File: src/rtl/mem_arbiter.sv
// mem_arbiter: two-requester arbiter (instruction fetch + load/store) in front
// of a single shared memory port with in-order responses.
//
// Optional feature: define MEM_ARB_RR_EN for round-robin arbitration on ties.
// Without it, the LSU always wins a tie (fixed priority).
//
// Parameters:
//   MAX_OUTST    - granted transactions that may await rvalid (1..4)
// Ports:
//   clk_i, rst_ni           - clock, asynchronous active-low reset
//   if_*                    - read-only instruction-fetch requester
//   lsu_*                   - load/store requester (we, be, wdata)
//   mem_*                   - shared memory port (req/gnt + in-order rvalid)
//   err_o                   - sticky flag: rvalid seen with nothing outstanding
module mem_arbiter #(
  parameter int MAX_OUTST = 2
) (
  input  logic        clk_i,
  input  logic        rst_ni,
  input  logic        if_req_i,
  input  logic [31:0] if_addr_i,
  output logic        if_gnt_o,
  output logic        if_rvalid_o,
  output logic [31:0] if_rdata_o,
  input  logic        lsu_req_i,
  input  logic        lsu_we_i,
  input  logic [3:0]  lsu_be_i,
  input  logic [31:0] lsu_addr_i,
  input  logic [31:0] lsu_wdata_i,
  output logic        lsu_gnt_o,
  output logic        lsu_rvalid_o,
  output logic [31:0] lsu_rdata_o,
  output logic        mem_req_o,
  output logic        mem_we_o,
  output logic [3:0]  mem_be_o,
  output logic [31:0] mem_addr_o,
  output logic [31:0] mem_wdata_o,
  input  logic        mem_gnt_i,
  input  logic        mem_rvalid_i,
  input  logic [31:0] mem_rdata_i,
  output logic        err_o
);

  localparam logic       ID_IF    = 1'b0;
  localparam logic       ID_LSU   = 1'b1;
  localparam logic [2:0] DEPTH    = 3'(MAX_OUTST);
  localparam logic [1:0] PTR_LAST = 2'(MAX_OUTST - 1);

  // Storage is sized for the largest legal depth; pointers wrap at MAX_OUTST.
  logic       id_fifo [4];
  logic [1:0] wr_ptr;
  logic [1:0] rd_ptr;
  logic [2:0] count;
  logic       lock_valid;
  logic       lock_id;
  logic       err_q;
`ifdef MEM_ARB_RR_EN
  logic       last_grant;
`endif

  logic sel_id;
  logic sel_req;
  logic fifo_empty;
  logic fifo_full;
  logic pop;
  logic req_ok;
  logic grant;
  logic head_id;

  function automatic logic [1:0] ptr_next(input logic [1:0] p);
    return (p == PTR_LAST) ? 2'd0 : p + 2'd1;
  endfunction

  // Winner selection: a held lock overrides arbitration so that a stalled
  // request keeps its payload stable until the memory accepts it.
  always_comb begin
    sel_id = ID_IF;
    if (lock_valid) begin
      sel_id = lock_id;
    end else if (if_req_i && lsu_req_i) begin
`ifdef MEM_ARB_RR_EN
      sel_id = (last_grant == ID_LSU) ? ID_IF : ID_LSU;
`else
      sel_id = ID_LSU;
`endif
    end else if (lsu_req_i) begin
      sel_id = ID_LSU;
    end
  end

  // A pop in this cycle frees a slot, so a full FIFO only blocks new
  // requests when no response is arriving.
  assign sel_req    = (sel_id == ID_LSU) ? lsu_req_i : if_req_i;
  assign fifo_empty = (count == 3'd0);
  assign fifo_full  = (count == DEPTH);
  assign pop        = rst_ni && mem_rvalid_i && !fifo_empty;
  assign req_ok     = rst_ni && sel_req && !(fifo_full && !pop);
  assign grant      = req_ok && mem_gnt_i;
  assign head_id    = id_fifo[rd_ptr];
  assign err_o      = err_q;

  // Request/response routing; everything not owned by the winner or the
  // FIFO head is held at zero.
  always_comb begin
    mem_req_o    = 1'b0;
    mem_we_o     = 1'b0;
    mem_be_o     = 4'h0;
    mem_addr_o   = 32'h0;
    mem_wdata_o  = 32'h0;
    if_gnt_o     = 1'b0;
    lsu_gnt_o    = 1'b0;
    if_rvalid_o  = 1'b0;
    lsu_rvalid_o = 1'b0;
    if_rdata_o   = 32'h0;
    lsu_rdata_o  = 32'h0;
    if (req_ok) begin
      mem_req_o = 1'b1;
      if (sel_id == ID_LSU) begin
        mem_we_o    = lsu_we_i;
        mem_be_o    = lsu_be_i;
        mem_addr_o  = lsu_addr_i;
        mem_wdata_o = lsu_wdata_i;
        lsu_gnt_o   = mem_gnt_i;
      end else begin
        mem_be_o    = 4'hF;
        mem_addr_o  = if_addr_i;
        if_gnt_o    = mem_gnt_i;
      end
    end
    if (pop) begin
      if (head_id == ID_LSU) begin
        lsu_rvalid_o = 1'b1;
        lsu_rdata_o  = mem_rdata_i;
      end else begin
        if_rvalid_o  = 1'b1;
        if_rdata_o   = mem_rdata_i;
      end
    end
  end

  // ID storage needs no reset: entries are only read once count covers them.
  always_ff @(posedge clk_i) begin
    if (grant) begin
      id_fifo[wr_ptr] <= sel_id;
    end
  end

  // FIFO pointers, occupancy, lock and error flag.
  always_ff @(posedge clk_i or negedge rst_ni) begin
    if (!rst_ni) begin
      wr_ptr     <= 2'd0;
      rd_ptr     <= 2'd0;
      count      <= 3'd0;
      lock_valid <= 1'b0;
      lock_id    <= ID_IF;
      err_q      <= 1'b0;
    end else begin
      if (grant) begin
        wr_ptr <= ptr_next(wr_ptr);
      end
      if (pop) begin
        rd_ptr <= ptr_next(rd_ptr);
      end
      case ({grant, pop})
        2'b10:   count <= count + 3'd1;
        2'b01:   count <= count - 3'd1;
        default: count <= count;
      endcase
      // A lock is taken when a request is presented but not accepted, and
      // survives a FIFO-full stall because req_ok drops while sel_req holds.
      if (grant) begin
        lock_valid <= 1'b0;
      end else if (req_ok && !mem_gnt_i) begin
        lock_valid <= 1'b1;
        lock_id    <= sel_id;
      end else if (lock_valid && !sel_req) begin
        lock_valid <= 1'b0;
      end
      if (mem_rvalid_i && fifo_empty) begin
        err_q <= 1'b1;
      end
    end
  end

`ifdef MEM_ARB_RR_EN
  // Resets to IF so the LSU wins the first tie.
  always_ff @(posedge clk_i or negedge rst_ni) begin
    if (!rst_ni) begin
      last_grant <= ID_IF;
    end else if (grant) begin
      last_grant <= sel_id;
    end
  end
`endif

endmodule

File: config.mk
export PLATFORM = sky130hd
export DESIGN_NAME = mem_arbiter
export DESIGN_NICKNAME = d
export VERILOG_FILES = /design/src/rtl/mem_arbiter.sv
export SDC_FILE = /design/constraint.sdc
export NUM_CORES = 1
export LEC_CHECK = 0
export ABC_AREA = 1
export CORE_AREA = 8 8 102 104
export CTS_BUF_LIST = sky130_fd_sc_hd__clkbuf_8
export DETAILED_ROUTE_END_ITERATION = 8
export DIE_AREA = 0 0 110 112
export GPL_ROUTABILITY_DRIVEN = 0
export PLACE_DENSITY = 0.75
export SLEW_MARGIN = 25
export SYNTH_ARGS = -nofsm -noshare
export SYNTH_HDL_FRONTEND = slang
export SYNTH_SLANG_ARGS = --single-unit
File: constraint.sdc
create_clock -name clk_i -period 2.1 [get_ports clk_i]
set_input_delay 0.63 -clock clk_i [delete_from_list [all_inputs] [get_ports clk_i]]
set_output_delay 0.63 -clock clk_i [all_outputs]
set_load 0.02 [all_outputs]
==> reports/metrics.cfg, run 1 <==
[layout]
fin_util_pct=81.6
fillers=518
stdcell_count=820
nets=850
drive_gt1_share_pct=56.6
syn_to_final_growth_pct=250

[worst_setup_path]
arrival_ns=1.87
crit_type=in2out
ff2ff_path_depth=15
critPathRequiredTime_ns=1.47
critical-path-max-stage-delay_ns=0.19
reg2reg_slack_ns=-0.19
crit_top_cell=buf_12
path_max_fanout=5
startpoint_type=input port
endpoint_kind=output pin
crit_path_top_delay_cell=nand3b_1
path_cells=buf_6 -> nand3b_1 -> nand2_2 -> clkinv_4 -> buf_12 -> buf_12 -> nand2_8 -> buf_12 -> buf_16 -> nor2_4 -> buf_6

[power_and_ir_drop]
power.density_nw_per_um2=735
irDropWorstVdd_v=0.000367
p_leak_nw=3.09

[flow_run]
drv_cap=0

[synthesis]
synth_commonest_cells=nand2_1, nor2_1, inv_1
synth_cells=375
yosys.area.top_type=nand2_1
synth_enable_flop_cells=4
synth_seq_cells=14
ys.warnings.count=0
yosysMostFrequentCell=nand2_1
yosys.area.top_type_share_pct=21.3
synth_top_cells_by_area=nand2_1, nor2_1, a21oi_2, dfrtp_1, inv_1
postSynth.asyncResetShare_pct=71.4
yosysSeqAreaShare_pct=17.8
syn_nets=516
syn_area_um2=2080
syn_area_per_cell_um2=5.54
yosysUniqueCellTypes=27
synth_flop_cell=dfrtp_1

[hold_path]
hold_class=in2async

[floorplanning]
io_pins=278
die_h_um=112
design.die.area_um2=12300
initial_core_util_pct=23.3
core_um2=8890
core.rowCount=35
dieWidth_um=110

[timing]
slew_headroom_pct=83.4
timing.final.crit_period_ns=2.50
setup_ws_ns=-0.396
tightest_slew_ns=0.248
setup_viol=140
clock.fmax_ghz=0.401
skew_ns=0.00272
hold_viol=0
fin_crit_sh_pct=119
rsz0062_at_grt=true
finalMaxSlewViolations=0

[global_routing]
grt_pass1_vias=4258
overflow=0
antenna_found_initial=1
grt_pass1_wl_um=24300
grt_start_max_net_pins=18
grt_use_total_pct=25.4

[run_status]
status=complete, but fails checks
violations=setup timing

[placement]
hpwl_um=10500
dp.cells=768
place.port_buffers=277

[clock_tree]
clk_pin_slew_worst_paths_ns=0.06
clk_path_buf_depth=2
clock_latency_ns=0.24
cts_tree=yes
clock-sinks=14
clockRootBuffer=clkbuf_8
cts_max_level=1
cts_made_buffers=3

[detailed_routing]
ant_nets=0
drtIter0Drc=107
routed-via-count=3907
drt_pre_antenna_iters=4
avgRoutedWirePerCell_um=21.4
viasPerCell=4.76
wl_um=17600
drc=0

-- worst paths after layout --
check / startpoint / to
setup / recovery: lsu_req_i / mem_wdata_o[25]
hold / removal: rst_ni / lock_id$_DFFE_PN0P_
setup reg to reg: lock_valid$_DFFE_PN0P_ / count[2]$_DFFE_PN0P_
hold reg to reg: wr_ptr[1]$_DFFE_PN0P_ / wr_ptr[1]$_DFFE_PN0P_
max in group asynchronous: rst_ni / wr_ptr[0]$_DFFE_PN0P_
min in group clk_i: wr_ptr[1]$_DFFE_PN0P_ / wr_ptr[1]$_DFFE_PN0P_
-- per-stage QoR --
step / cell area (um2) / worst slack [ns] / hold WS [ns] / setup TNS [ns] / total power, mW
floorplan: 2130 / -0.0154 / 0.334 / -0.446 / 1.89
global placement: 5160 / -0.992 / 0.486 / -131.03 / 3.22
detailed placement: 5160 / -1.02 / 0.491 / -134.09 / 3.27
CTS: 6950 / -0.322 / 0.293 / -28.91 / 5.09
global route: 7260 / -0.439 / 0.296 / -36.28 / 5.55
finish: 7260 / -0.396 / 0.290 / -28.90 / 5.33
-- report_power, final --
| part | total, mW | switching, mW | leakage [nW] | internal [mW] |
|---|---|---|---|---|
| registers | 0.456 | 0.0902 | 0.155 | 0.366 |
| clock network | 0.223 | 0.0938 | 0.0231 | 0.129 |
| logic | 4.65 | 2.37 | 2.91 | 2.29 |
| total | 5.33 | 2.55 | 3.09 | 2.78 |
-- cell type report --
class                      instances  area, um2  area share (%)
timing repair buffer             351       4090            56.3
multi-input combinational        290       2400            33.1
sequential                        14        374            5.16
inverter                          49        204            2.81
tap                              111        139            1.91
clock buffer                       3       41.3           0.569
clock inverter                     1       3.75          0.0517
antenna                            1       2.50          0.0345
-- worst max-delay path, delay by kind of cell --
family | cells | cell delay [ns]
buffers and inverters | 7 | 0.80
and+or+nand+nor | 4 | 0.43
-- flip-flops by register name, summed over array words and instances (netlist names) --
signal      count
id_fifo         4
lock_id         1
rd_ptr          2
err_o           1
wr_ptr          2
lock_valid      1
count           3
-- cell usage in the layout (no fill, tap or decap), types with 2 or more instances in the layout --
master	n
a21oi_2	18
a21oi_4	15
buf_12	24
buf_16	11
buf_4	30
buf_6	144
buf_8	5
clkbuf_8	3
clkdlybuf4s50_1	133
clkinv_4	2
dfrtp_1	7
dfrtp_2	3
edfxtp_1	4
inv_1	40
inv_2	3
inv_4	4
nand2_1	102
nand2_2	14
nand2_4	4
nand2_8	3
nand3_1	2
nand3_4	4
nand4_1	3
nor2_1	5
nor2_2	7
nor2_4	100
xor2_1	2
-- cell families after synthesis --
kind of cell | synth area share, %
flip-flops | 17.8
AND/OR/NAND/NOR | 47.3
XOR/XNOR | 1.27
AO/OA/AOI/OAI | 15.1
buffers and inverters | 16.9
adder cells (fa/ha/maj) | 1.57
-- repair_timing --
| action | in CTS | in global routing |
|---|---|---|
| resized for setup | 1009 | 137 |
| hold buffers | 0 | 0 |
| pin swaps | 19 | 16 |
| buffers inserted | 32 | 11 |
| setup endpoints to repair | 141 | 140 |
| gates cloned | 20 | 1 |
-- metal layers --
| layer | vias to the layer above | track usage (%) | wire [um] |
|---|---|---|---|
| li1 | 1793 | - | - |
| met1 | 1835 | 22.9 | 5460 |
| met2 | 224 | 48.3 | 9440 |
| met3 | 55 | 8.72 | 1780 |
| met4 | 0 | 12.1 | 879 |
| met5 | - | 0 | 0 |
(Power assumes the default switching activity.)
==> run 2, diff against run 1 <==
--- a/config.mk
+++ b/config.mk
@@ -6,12 +6,13 @@
 export NUM_CORES = 1
 export LEC_CHECK = 0
 export ABC_AREA = 1
-export CORE_AREA = 8 8 102 104
+export CORE_AREA = 2 2 107 109
 export CTS_BUF_LIST = sky130_fd_sc_hd__clkbuf_8
+export CTS_CLUSTER_DIAMETER = 80
 export DETAILED_ROUTE_END_ITERATION = 8
-export DIE_AREA = 0 0 110 112
+export DIE_AREA = 0 0 109 111
 export GPL_ROUTABILITY_DRIVEN = 0
-export PLACE_DENSITY = 0.75
+export PLACE_DENSITY = 0.62
 export SLEW_MARGIN = 25
 export SYNTH_ARGS = -nofsm -noshare
 export SYNTH_HDL_FRONTEND = slang
==> run 2 against run 1 <==
The run still ends with setup timing left. Worst setup slack better by 0.16 ns. Via count is 6.8% lower. Sequential power is 1% lower. Worst hold slack better by 0.079 ns. Clock power hardly changed. Fmax is 7.0% higher. Core utilization is 18 points lower. Sequential cell count stayed put. Register-to-register slack better by 0.14 ns. Routed wire length is 23% lower. Largest cell class unchanged.
==> reports/metrics.cfg, run 2 (same netlist as run 1, synthesis figures left out) <==
[run_status]
status=complete, but fails checks
violations=setup timing

[layout]
fillers=896
mostFrequentLayoutCells=buf_6, clkdlybuf4s50_1, nand2_1, nor2_4, inv_1
stdcell_count=845
antenna_cells=0
final_area_um2=7090
regMostFlops=id_fifo
final_common_cell=buf_6
largest_reg_flops=4
syn_to_final_growth_pct=242
multi_input_area_um2=2330
drive_gt1_share_pct=54.4
reg_top3=id_fifo: 4 flops, count: 3 flops
nets=844
regArea_um2=373

[worst_setup_path]
endpoint_kind=output pin
r2r_end=count[2]$_DFFE_PN0P_
crit_path_end=mem_addr_o[7]
reg2reg_from=count[0]$_DFFE_PN0P_
path_max_fanout=7
ff2ff_path_depth=13
critPathRequiredTime_ns=1.47
crit_type=reg2out
arrival_ns=1.70
startpoint_type=register
reg2reg_slack_ns=-0.05
crit_path_start=lock_valid$_DFFE_PN0P_

[power_and_ir_drop]
p_leak_nw=3.02
power.density_nw_per_um2=706
totalPowerFinal_mw=5.01
irDropWorstVdd_v=0.000363

[flow_run]
drv_cap=0

[clock_tree]
clk_path_buf_depth=2
clock_latency_ns=0.24
cts_tree=yes
clockRootBuffer=clkbuf_8
clk_pin_slew_worst_paths_ns=0.06
postCtsHoldBufs=0
clock-sinks=14
cts_made_buffers=3
cts_max_level=1

[timing]
skew_ns=0.00304
setup_viol=138
clock.fmax_ghz=0.429
rsz0062_at_grt=true
timing.final.crit_period_ns=2.33
slew_headroom_pct=83.8
setup_ws_ns=-0.234
finalMaxSlewViolations=0
hold_viol=0
fin_crit_sh_pct=111
tightest_slew_ns=0.243

[placement]
hpwl_um=8870
pre_cts_ws_ns=-1.02
detailed_place.area_um2=5260
dp.cells=803
place.port_buffers=277

[floorplanning]
io_pins=278
design.die.area_um2=12100
core.rowCount=39
dieWidth_um=109
initial_core_util_pct=18.7
die_h_um=111
core_um2=11100

[global_routing]
grt_pass1_vias=3639
overflow=0
grt_pass1_wl_um=18700
grt_start_max_net_pins=25
antenna_found_initial=0
grt_use_total_pct=19.8

[detailed_routing]
drc=0
viasPerCell=4.31
ant_nets=0
drtIter0Drc=93
wl_um=13500
avgRoutedWirePerCell_um=15.9
drt_pre_antenna_iters=4
routed-via-count=3643

[hold_path]
hold_class=in2async

## run 2: routing by layer
layer | vias to the layer above | part of all wire (%) | global-route usage (%) | wire length, um
met3 | 19 | 10 | 5.53 | 1340
met1 | 1649 | 33 | 19.4 | 4480
li1 | 1779 | - | - | -
met5 | - | 0 | 0 | 0
met4 | 0 | 1.9 | 4.10 | 250
met2 | 196 | 55 | 39.8 | 7380
## run 2: cell type report
type                       instances  share of cell area (%)
clock inverter                     1                  0.0529
timing repair buffer             346                    56.0
multi-input combinational        289                    32.9
tap                              143                    2.52
sequential                        14                    5.26
clock buffer                       3                   0.582
inverter                          49                    2.72
## run 2: critical path, stage by stage, from the launching register on
cell and delay (ns):
dfrtp_1 0.42, inv_1 0.09, nand2_2 0.08, nand3_2 0.07, nand2_2 0.06, inv_4 0.08
nand2_8 0.07, buf_12 0.15, clkbuf_16 0.16, a21oi_2 0.12, buf_6 0.14
## run 2: how the worst min path moves through the flow
stage	endpoint	slack, ns	start	cells past startpoint
finish	lock_id$_DFFE_PN0P_	0.37	rst_ni	3
global route	lock_valid$_DFFE_PN0P_	0.38	rst_ni	3
CTS	lock_id$_DFFE_PN0P_	0.28	rst_ni	2
detailed placement	err_o$_DFFE_PN0P_	0.45	err_o$_DFFE_PN0P_	1
global placement	err_o$_DFFE_PN0P_	0.45	err_o$_DFFE_PN0P_	1
floorplan	count[0]$_DFFE_PN0P_	0.33	rst_ni	0
## run 2: timing repair
item / 4_1_cts / 5_1_grt
resized for setup: 949 / 151
endpoints found under the setup margin: 141 / 140
buffers inserted: 20 / 9
gates cloned: 12 / 4
pin swaps: 13 / 17
## run 2: per-stage QoR
step | util, % | hold slack (ns) | TNS (ns)
6_report | 64.0 | 0.369 | -20.53
5_1_grt | 64.0 | 0.380 | -29.83
4_1_cts | 58.4 | 0.280 | -21.36
3_5_place_dp | 47.5 | 0.454 | -136.17
3_3_place_gp | 47.5 | 0.448 | -134.60
2_1_floorplan | - | 0.334 | -0.446
## run 2: power breakdown
part,internal [mW],total [mW],switching [mW],leakage [nW]
clock network,0.129,0.224,0.0942,0.0231
registers,0.364,0.451,0.0876,0.156
logic,2.16,4.33,2.18,2.84
total,2.65,5.01,2.36,3.02
==> run 3, diff against run 2 <==
--- a/config.mk
+++ b/config.mk
@@ -6,6 +6,7 @@
 export NUM_CORES = 1
 export LEC_CHECK = 0
 export ABC_AREA = 1
+export CAP_MARGIN = 20
 export CORE_AREA = 2 2 107 109
 export CTS_BUF_LIST = sky130_fd_sc_hd__clkbuf_8
 export CTS_CLUSTER_DIAMETER = 80
==> results of run 3 <==
No change in the layout: final DEF, timing and power equal those of run 2.
